### src/rtl/multi_mode_shift_reg_pkg.sv
// shift_reg_pkg: mode encodings and burst FSM state constants for multi_mode_shift_reg
// No ports; imported by the interface, the burst controller and the top.
package shift_reg_pkg;
    localparam logic [2:0] MODE_HOLD = 3'b000;
    localparam logic [2:0] MODE_SHL  = 3'b001;
    localparam logic [2:0] MODE_SHR  = 3'b010;
    localparam logic [2:0] MODE_LOAD = 3'b011;
    localparam logic [2:0] MODE_ROTL = 3'b100;
    localparam logic [2:0] MODE_ROTR = 3'b101;
    localparam logic [2:0] MODE_ASHR = 3'b110;
    localparam logic [2:0] MODE_RSVD = 3'b111;
    typedef logic state_t;
    localparam state_t ST_IDLE  = 1'b0;
    localparam state_t ST_SHIFT = 1'b1;
endpackage

### src/rtl/multi_mode_shift_reg_if.sv
// multi_mode_shift_reg_if: control/data bundle between a driver (master) and the shift register (slave)
// Signals: enable, mode, start, parallel_in, sl_in, sr_in (master -> slave);
//          parallel_out, serial_out, busy, done (slave -> master).
// Optional: MULTI_MODE_SHIFT_REG_PARITY_EN adds parity_out (slave -> master).
interface multi_mode_shift_reg_if #(
    parameter int N = 8,
    parameter int W = 1
);
    logic         enable;
    logic [2:0]   mode;
    logic         start;
    logic [N-1:0] parallel_in;
    logic [W-1:0] sl_in;
    logic [W-1:0] sr_in;
    logic [N-1:0] parallel_out;
    logic [W-1:0] serial_out;
    logic         busy;
    logic         done;
`ifdef MULTI_MODE_SHIFT_REG_PARITY_EN
    logic         parity_out;
`endif
    modport master (
        output enable, mode, start, parallel_in, sl_in, sr_in,
        input  parallel_out, serial_out, busy, done
`ifdef MULTI_MODE_SHIFT_REG_PARITY_EN
        , input parity_out
`endif
    );
    modport slave (
        input  enable, mode, start, parallel_in, sl_in, sr_in,
        output parallel_out, serial_out, busy, done
`ifdef MULTI_MODE_SHIFT_REG_PARITY_EN
        , output parity_out
`endif
    );
endinterface

### src/rtl/multi_mode_shift_reg_burst_ctrl.sv
// shift_burst_ctrl: IDLE/SHIFT burst sequencer owning state, step count and the done pulse
// Ports: clock, reset (async, active-high), i_enable, i_start in;
//        o_load (accept burst, load register), o_shift (burst shift step), o_busy, o_done out.
module shift_burst_ctrl
    import shift_reg_pkg::*;
#(
    parameter int STEPS = 8,
    parameter int CNT_W = 4
) (
    input  logic clock,
    input  logic reset,
    input  logic i_enable,
    input  logic i_start,
    output logic o_load,
    output logic o_shift,
    output logic o_busy,
    output logic o_done
);
    state_t             r_state;
    logic [CNT_W-1:0]   r_count;
    logic               r_done;
    assign o_busy  = (r_state == ST_SHIFT);
    assign o_done  = r_done;
    assign o_load  = i_enable && !o_busy && i_start;
    assign o_shift = i_enable && o_busy;
    always_ff @(posedge clock or posedge reset) begin
        if (reset) begin
            r_state <= ST_IDLE;
            r_count <= '0;
            r_done  <= 1'b0;
        end else begin
            // done is a single-cycle pulse; a frozen cycle also clears it
            r_done <= 1'b0;
            if (o_load) begin
                r_state <= ST_SHIFT;
                r_count <= CNT_W'(STEPS);
            end else if (o_shift) begin
                r_count <= r_count - CNT_W'(1);
                if (r_count == CNT_W'(1)) begin
                    r_state <= ST_IDLE;
                    r_done  <= 1'b1;
                end
            end
        end
    end
endmodule

### src/rtl/multi_mode_shift_reg.sv
// multi_mode_shift_reg: N-bit universal shift register (W bits/step) with autonomous burst serializer
// Ports: clock, reset (async, active-high); bus (slave modport of multi_mode_shift_reg_if):
//   in  enable, mode[2:0], start, parallel_in[N-1:0], sl_in[W-1:0], sr_in[W-1:0]
//   out parallel_out[N-1:0], serial_out[W-1:0], busy, done
// Optional: MULTI_MODE_SHIFT_REG_PARITY_EN adds bus.parity_out, registered even parity of the register.
module multi_mode_shift_reg
    import shift_reg_pkg::*;
#(
    parameter int N = 8,
    parameter int W = 1
) (
    input  logic                 clock,
    input  logic                 reset,
    multi_mode_shift_reg_if.slave bus
);
    localparam int STEPS = N / W;
    localparam int CNT_W = $clog2(STEPS + 1);
    logic [N-1:0] r_reg;
    logic [N-1:0] w_reg_nxt;
    logic [W-1:0] r_sout;
    logic [W-1:0] w_sout_nxt;
    logic         w_load;
    logic         w_shift;
    logic         w_busy;
    logic         w_done;
    generate
        if (N < 2 || W < 1 || W >= N || (N % W) != 0) begin : g_bad_params
            $error("multi_mode_shift_reg: need N >= 2, 1 <= W < N and N %% W == 0");
        end
    endgenerate
    shift_burst_ctrl #(
        .STEPS (STEPS),
        .CNT_W (CNT_W)
    ) u_ctrl (
        .clock    (clock),
        .reset    (reset),
        .i_enable (bus.enable),
        .i_start  (bus.start),
        .o_load   (w_load),
        .o_shift  (w_shift),
        .o_busy   (w_busy),
        .o_done   (w_done)
    );
    // Burst start outranks mode; during a burst mode is ignored
    always_comb begin
        w_reg_nxt  = r_reg;
        w_sout_nxt = r_sout;
        if (w_load) begin
            w_reg_nxt = bus.parallel_in;
        end else if (w_shift) begin
            w_sout_nxt = r_reg[W-1:0];
            w_reg_nxt  = {bus.sr_in, r_reg[N-1:W]};
        end else if (!w_busy) begin
            case (bus.mode)
                MODE_SHL: begin
                    w_sout_nxt = r_reg[N-1:N-W];
                    w_reg_nxt  = {r_reg[N-W-1:0], bus.sl_in};
                end
                MODE_SHR: begin
                    w_sout_nxt = r_reg[W-1:0];
                    w_reg_nxt  = {bus.sr_in, r_reg[N-1:W]};
                end
                MODE_LOAD: w_reg_nxt = bus.parallel_in;
                MODE_ROTL: begin
                    w_sout_nxt = r_reg[N-1:N-W];
                    w_reg_nxt  = {r_reg[N-W-1:0], r_reg[N-1:N-W]};
                end
                MODE_ROTR: begin
                    w_sout_nxt = r_reg[W-1:0];
                    w_reg_nxt  = {r_reg[W-1:0], r_reg[N-1:W]};
                end
                MODE_ASHR: begin
                    w_sout_nxt = r_reg[W-1:0];
                    w_reg_nxt  = {{W{r_reg[N-1]}}, r_reg[N-1:W]};
                end
                MODE_HOLD, MODE_RSVD: ;
            endcase
        end
    end
    always_ff @(posedge clock or posedge reset) begin
        if (reset) begin
            r_reg  <= '0;
            r_sout <= '0;
        end else if (bus.enable) begin
            r_reg  <= w_reg_nxt;
            r_sout <= w_sout_nxt;
        end
    end
    assign bus.parallel_out = r_reg;
    assign bus.serial_out   = r_sout;
    assign bus.busy         = w_busy;
    assign bus.done         = w_done;
`ifdef MULTI_MODE_SHIFT_REG_PARITY_EN
    logic r_par;
    always_ff @(posedge clock or posedge reset) begin
        if (reset) r_par <= 1'b0;
        else if (bus.enable) r_par <= ^w_reg_nxt;
    end
    assign bus.parity_out = r_par;
`endif
endmodule

### src/flat_wrapper.sv
// flat-port wrapper written by rule: the top's interface ports become plain ports
module multi_mode_shift_reg_flat import shift_reg_pkg::*;
#(
    parameter int N = 8,
    parameter int W = 1
)
  (clock, reset, bus_enable, bus_mode, bus_start, bus_parallel_in, bus_sl_in, bus_sr_in, bus_parallel_out, bus_serial_out, bus_busy, bus_done);
  multi_mode_shift_reg_if #(.N(N), .W(W)) bus_i ();
  input  logic clock;
  input  logic reset;
  input wire logic [$bits(bus_i.enable)-1:0] bus_enable;
  input wire logic [$bits(bus_i.mode)-1:0] bus_mode;
  input wire logic [$bits(bus_i.start)-1:0] bus_start;
  input wire logic [$bits(bus_i.parallel_in)-1:0] bus_parallel_in;
  input wire logic [$bits(bus_i.sl_in)-1:0] bus_sl_in;
  input wire logic [$bits(bus_i.sr_in)-1:0] bus_sr_in;
  output wire logic [$bits(bus_i.parallel_out)-1:0] bus_parallel_out;
  output wire logic [$bits(bus_i.serial_out)-1:0] bus_serial_out;
  output wire logic [$bits(bus_i.busy)-1:0] bus_busy;
  output wire logic [$bits(bus_i.done)-1:0] bus_done;
  assign bus_i.enable = bus_enable;
  assign bus_i.mode = bus_mode;
  assign bus_i.start = bus_start;
  assign bus_i.parallel_in = bus_parallel_in;
  assign bus_i.sl_in = bus_sl_in;
  assign bus_i.sr_in = bus_sr_in;
  assign bus_parallel_out = bus_i.parallel_out;
  assign bus_serial_out = bus_i.serial_out;
  assign bus_busy = bus_i.busy;
  assign bus_done = bus_i.done;
  multi_mode_shift_reg #(.N(N), .W(W)) u_core (.clock(clock), .reset(reset), .bus(bus_i));
endmodule
### config.mk
export PLATFORM = sky130hd
export DESIGN_NAME = multi_mode_shift_reg_flat
export DESIGN_NICKNAME = d
export VERILOG_FILES = /design/src/rtl/multi_mode_shift_reg_pkg.sv /design/src/rtl/multi_mode_shift_reg_if.sv /design/src/rtl/multi_mode_shift_reg_burst_ctrl.sv /design/src/rtl/multi_mode_shift_reg.sv /design/src/flat_wrapper.sv
export SDC_FILE = /design/constraint.sdc
export NUM_CORES = 1
export LEC_CHECK = 0
export BUFFER_PORTS_ARGS = -buffer_cell sky130_fd_sc_hd__buf_2
export CORE_AREA = 10 10 60 62
export DETAILED_ROUTE_END_ITERATION = 10
export DIE_AREA = 0 0 70 72
export GPL_TIMING_DRIVEN = 0
export PLACE_DENSITY_LB_ADDON = 0.05
export SYNTH_ARGS = -nofsm -noshare
export SYNTH_HDL_FRONTEND = slang
export SYNTH_SLANG_ARGS = --single-unit
### constraint.sdc
create_clock -name clock -period 3.7 [get_ports clock]
set_clock_uncertainty 0.2 [all_clocks]
set_input_delay 0.925 -clock clock [delete_from_list [all_inputs] [get_ports clock]]
set_output_delay 0.925 -clock clock [all_outputs]
set_load 0.1 [all_outputs]
Yosys cells after proc, flatten, opt, wreduce, memory -nomap -nowiden
Cells that the tools add are included.
{"block": "totals", "input_bits": 17, "wordCells": 48, "ff_bits": 15, "output_inout_bits": 11}
{"block": "classes", "n_mux": 15, "eq_ne": 10, "add_sub_neg": 1, "n_reduce_logical": 15, "bitwise_logic": 1}
{"op": "$pmux W8 S6", "count": 1}
{"op": "$mux W8", "count": 3}
{"op": "$eq A3 B3 Y1 const B", "count": 3}
{"op": "$mux W1", "count": 8}
{"op": "$mux W4", "count": 2}
{"op": "$reduce_and A4 Y1", "count": 2}
{"op": "$reduce_bool A8 Y1", "count": 1}
{"op": "$reduce_bool A7 Y1", "count": 1}
{"op": "$eq A3 B2 Y1 const B", "count": 2}
{"op": "$ne A3 B3 Y1 const B", "count": 2}
{"op": "$eq A4 B1 Y1 const B", "count": 1}
{"op": "$reduce_bool A2 Y1", "count": 2}
{"op": "$sub A4 B1 Y4 const B", "count": 1}
{"op": "$eq A3 B1 Y1 const B", "count": 1}
{"op": "$logic_and A1 B1 Y1", "count": 3}
{"op": "$reduce_and A3 Y1", "count": 1}
{"op": "$reduce_bool A3 Y1", "count": 1}
{"op": "$reduce_or A3 Y1", "count": 1}
{"op": "$ne A2 B2 Y1 const B", "count": 1}
{"op": "$pmux W1 S2", "count": 1}
{"op": "$reduce_and A2 Y1", "count": 1}
{"op": "$reduce_or A2 Y1", "count": 1}
{"op": "$logic_not A1 Y1", "count": 1}
{"op": "$not A1 Y1", "count": 1}

Longest topological paths before layout
{"block": "logic_depth", "depth_word": 5, "mapped_depth": 7, "depth_no_buf": 5}

By module
Synthesis repeated with hierarchy kept, for this count alone.
{"block": "hier_totals", "cells_unflattened": 122, "area_unflattened_um2": 1162.4}
{"mod": "multi_mode_shift_reg", "n_inst": 1, "area_each_um2": 853.3, "cells_each": 94}
{"mod": "shift_burst_ctrl", "n_inst": 1, "area_each_um2": 309.0, "cells_each": 28}

Least setup slack after synthesis
No wires, ideal clock.
{"block": "synth_timing", "path_kind": "input port to flip-flop", "from": "in bus_mode[0]", "to": "reg u_core.r_reg[3], in the netlist u_core.bus.parallel_out[3]", "cell_stages": 6, "setup_slack_ps": 1473, "t_required_ps": 3377, "t_arrival_ps": 1903, "setup_time_ps": 123, "cell_sequence": "buf_6 > and3_4 > buf_6 > o211a_1 > a2111oi_4 > o2bb2ai_2"}
{"block": "synth_via", "elab_chain_len": 5, "word_cells_on_any_way": 12}
{"item": "from (decl)", "line": "flat_wrapper.sv:12", "rtl": "input wire logic [$bits(bus_i.mode)-1:0] bus_mode;"}
{"item": "$eq A3 B3 Y1 (tied with other cells)", "line": "multi_mode_shift_reg.sv:54", "rtl": "case (bus.mode)"}
{"item": "$pmux W8 S6", "line": "multi_mode_shift_reg.sv:54"}
{"item": "$mux W8", "line": "multi_mode_shift_reg.sv:53", "rtl": "end else if (!w_busy) begin"}
{"item": "$mux W8", "line": "multi_mode_shift_reg.sv:50", "rtl": "end else if (w_shift) begin"}
{"item": "$mux W8", "line": "multi_mode_shift_reg.sv:48", "rtl": "if (w_load) begin"}
{"item": "to (signal assigned)", "line": "multi_mode_shift_reg.sv:85", "rtl": "r_reg <= w_reg_nxt;"}
{"item": "to (decl)", "line": "multi_mode_shift_reg.sv:18", "rtl": "logic [N-1:0] r_reg;"}
Parallel ways exist; a longest one is shown, timed or not. The select of a mux whose other input is x is not followed.
A chain may end at the register's enable or synchronous reset.

Worst setup path after layout
{"block": "layout_timing", "from": "reg u_core.r_reg[0], in the netlist u_core.bus.parallel_out[0]", "to": "out bus_parallel_out[0]"}
{"item": "to (decl)", "line": "flat_wrapper.sv:17", "rtl": "output wire logic [$bits(bus_i.parallel_out)-1:0] bus_parallel_out;"}
No word-level cell between the ends.

==> summary.md <==
| Metric | Value |
|---|---|
| Final period utilization | 64.17% |
| Count of final hold-check violations | 0 |
| Max-cap violations | 0 |
| Share of cells above drive strength 1 | 29.38% |
| Setup violators final | 0 |
| Maximum fanout along the worst path | 6 |
| Syn avg cell area | 8.657 um^2 |
| FF-to-FF setup slack | 1860 ps |
| Vias per std cell | 6.256 |
| Pleak | 0.6612 nW |
| Yosys reg bits | 15 |
| Max-slew headroom at the worst pin | 56.93% |
| Critical path arrival | between 1000 and 1500 ps |
| Root buffer cell | clkbuf_4 |
| Async set-reset flop share out of synthesis | 100.0% |
| Initial antenna violation count | 0 |
| DR pass1 iterations | 4 |
| Most frequent cell after synthesis | a21oi_1 |
| Yosys warns | 0 |
| Largest net degree at the start of global routing | 16 |
| CP max-delay cell | dfrtp_1 |
| Number of synthesized flops with an enable pin | 0 |
| CP cell instances | buf_2 |
| CTS resizes | 0 |
| WP data required | 2570 ps |
| Initial Util | a little over half |
| Synth top area cells | dfrtp_1, a21oi_1, buf_6 |
| # hold bufs at CTS | 0 |
| Synth Net Count | 167 |
| Remaining DRCs | 0 |
| Fmax achieved | 421.2 MHz |
| PortBufs | 25 |
| First-pass GRT wire length | roughly 6.4 mm |
| Seq/Total Area, Yosys | 29.30% |
| I/O pin total | 28 |
| List of most frequent post-synthesis cells | a21oi_1, dfrtp_1, inv_1 |
| Postcts setup bufs | 0 |
| Critical path's largest stage delay | 480 ps |
| CP bufs+invs | 1 |
| Clock Path Buffers | 2 |
| TritonCTS clock tree | built |
| CTS clk-pin slew, worst paths | 110 ps |
| Top FF cell, synth | dfrtp_1 |
| Die area | 5040 um^2 |
| Post-Route WL | between 3 and 4 mm |
| CP top delay family | flip-flops |
| Final Instance Area | 1471 um^2 |
| Tmin final | around 2400 ps |
| Pwr/cell area | 791.6 nW/um^2 |
| Post-synthesis cell count | 148 |
| Die Y | around 72 um |
| Max Slew Vio Count | 0 |
| RSZ-0062 raised after global routing | false |
| Global-route usage over all layers | 15.16% |
| HP Class | reg -> reg |
| Placed wire-length estimate | 2.786 mm |
| Placer congestion estimate | 0.8220 |
| DRT iter0 DRCs | around 120 |
| Clock sink count | 15 |
| Synth top area share | 29.30% |
| Setup crit end kind | output port |
| Worst setup SP type | flip-flop |
| TNS Setup | 0 ps |
| Worst slew pin tran | 645.4 ps |
| Layout area overhead | 14.84% |
| VDD IR max | 0.5768 mV |
| Synth Cell Area | 1281 um^2 |
| Count of unique library cells instantiated by Yosys | 50 |
| Clock Latency Late Sink | about 300 ps |
| Status | finished clean |
| # rows | 18 |
| Final #Nets | around 200 |
| Synth area leader | dfrtp_1 |
| Die X | 70 um |
| Vias | 1295 |
| H-Tree Depth | 1 |
| Critical path class | reg -> out |
| CTS buffer count | 3 |
| Congestion Overflow GR | 0 |
| Avg WL per Cell | 18.62 um |
| Dpl cell area | 1444 um^2 |
| CORE AREA | 2432 um^2 |
| Antenna fix cells | 0 |
| Vias in the first global route | 1319 |
| ANT nets after route | 0 |
[layer usage]
layer / share of wire, % / track usage, % / vias up / routed length, um
met1: 43 / 17.96 / 609 / 1644
met4: 2.9 / 4.825 / 0 / 113
met3: 7.3 / 3.673 / 14 / 281
li1: - / - / 612 / -
met5: 0 / 0 / - / 0
met2: 47 / 26.28 / 60 / 1816
[registers in the layout (all words and copies together) (netlist names)]
signal / cells
u_core.bus.parallel_out: 8
u_core.u_ctrl.o_busy: 1
u_core.u_ctrl.o_done: 1
u_core.bus.serial_out: 1
u_core.u_ctrl.r_count: 4
[kinds of logic (layout without fill, tap and decap cells)]
family / count (synthesis) / in the layout / share of synthesized area [%]
flops: 15 / 15 / 29.30
xor+xnor: 1 / 1 / 0.6837
mux: 2 / 2 / 1.563
compound gates: 66 / 66 / 38.38
buf+inv: 27 / 56 / 11.82
simple gates: 35 / 35 / 16.31
fa+ha+maj: 2 / 2 / 1.953
[where the power goes]
| group | internal (W) | switching, W | total, W |
|---|---|---|---|
| combinational | 0.000193 | 0.000540 | 0.000733 |
| sequential | 0.000231 | 0.0000943 | 0.000326 |
| clock | 0.0000403 | 0.0000654 | 0.000106 |
| total | 0.000465 | 0.000700 | 0.00116 |
[path summary, 6_finish.rpt]
path                                         endpoint                       start  depth (start not counted)
setup / recovery                  bus_parallel_out[0]  u_core.bus.parallel_out[0]                          1
hold / removal                   u_core.u_ctrl.o_done    u_core.u_ctrl.r_count[3]                          1
setup reg to reg           u_core.bus.parallel_out[3]        u_core.u_ctrl.o_busy                          4
hold reg to reg                  u_core.u_ctrl.o_done    u_core.u_ctrl.r_count[3]                          1
max in group asynchronous    u_core.u_ctrl.r_count[1]                       reset                          2
min in group asynchronous  u_core.bus.parallel_out[2]                       reset                          2
[stage by stage]
stage	total power, W	hold slack (ps)	setup WS [ps]	utilization, %	cells
after floorplan	0.0009112	239.5	1473	-	148
after global placement	0.001038	258.6	1299	59.36	203
after detailed placement	0.001059	263.1	1225	59.36	203
after CTS	0.001160	278.1	1333	60.49	207
after global routing	0.001236	308.4	1269	60.49	207
final	0.001165	281.6	1326	60.49	207
[cell type report]
| class | instances | area, um^2 |
|---|---|---|
| clock buffer | 3 | 22.52 |
| timing repair buffer | 25 | 125.1 |
| inverter | 14 | 52.55 |
| multi-input combinational | 106 | 754.5 |
| fill | 241 | 960.9 |
| clock inverter | 1 | 5.005 |
| sequential | 15 | 375.4 |
| buffer | 13 | 98.84 |
| tap | 30 | 37.54 |
[placed cells by master (no fill, tap or decap), drive strengths merged, types with 2 or more instances in the layout]
cell,instances
nor2b,2
nor2,2
a41oi,5
dfrtp,15
o31ai,2
o21ai,13
a221oi,3
nand3b,2
ha,2
nand3,7
inv,14
clkbuf,5
mux2i,2
nand2,8
o211ai,2
o21a,6
a22oi,5
o2bb2ai,2
a21oi,17
a21boi,2
buf,36
nand2b,7
Power figures use the tool's default switching activity.
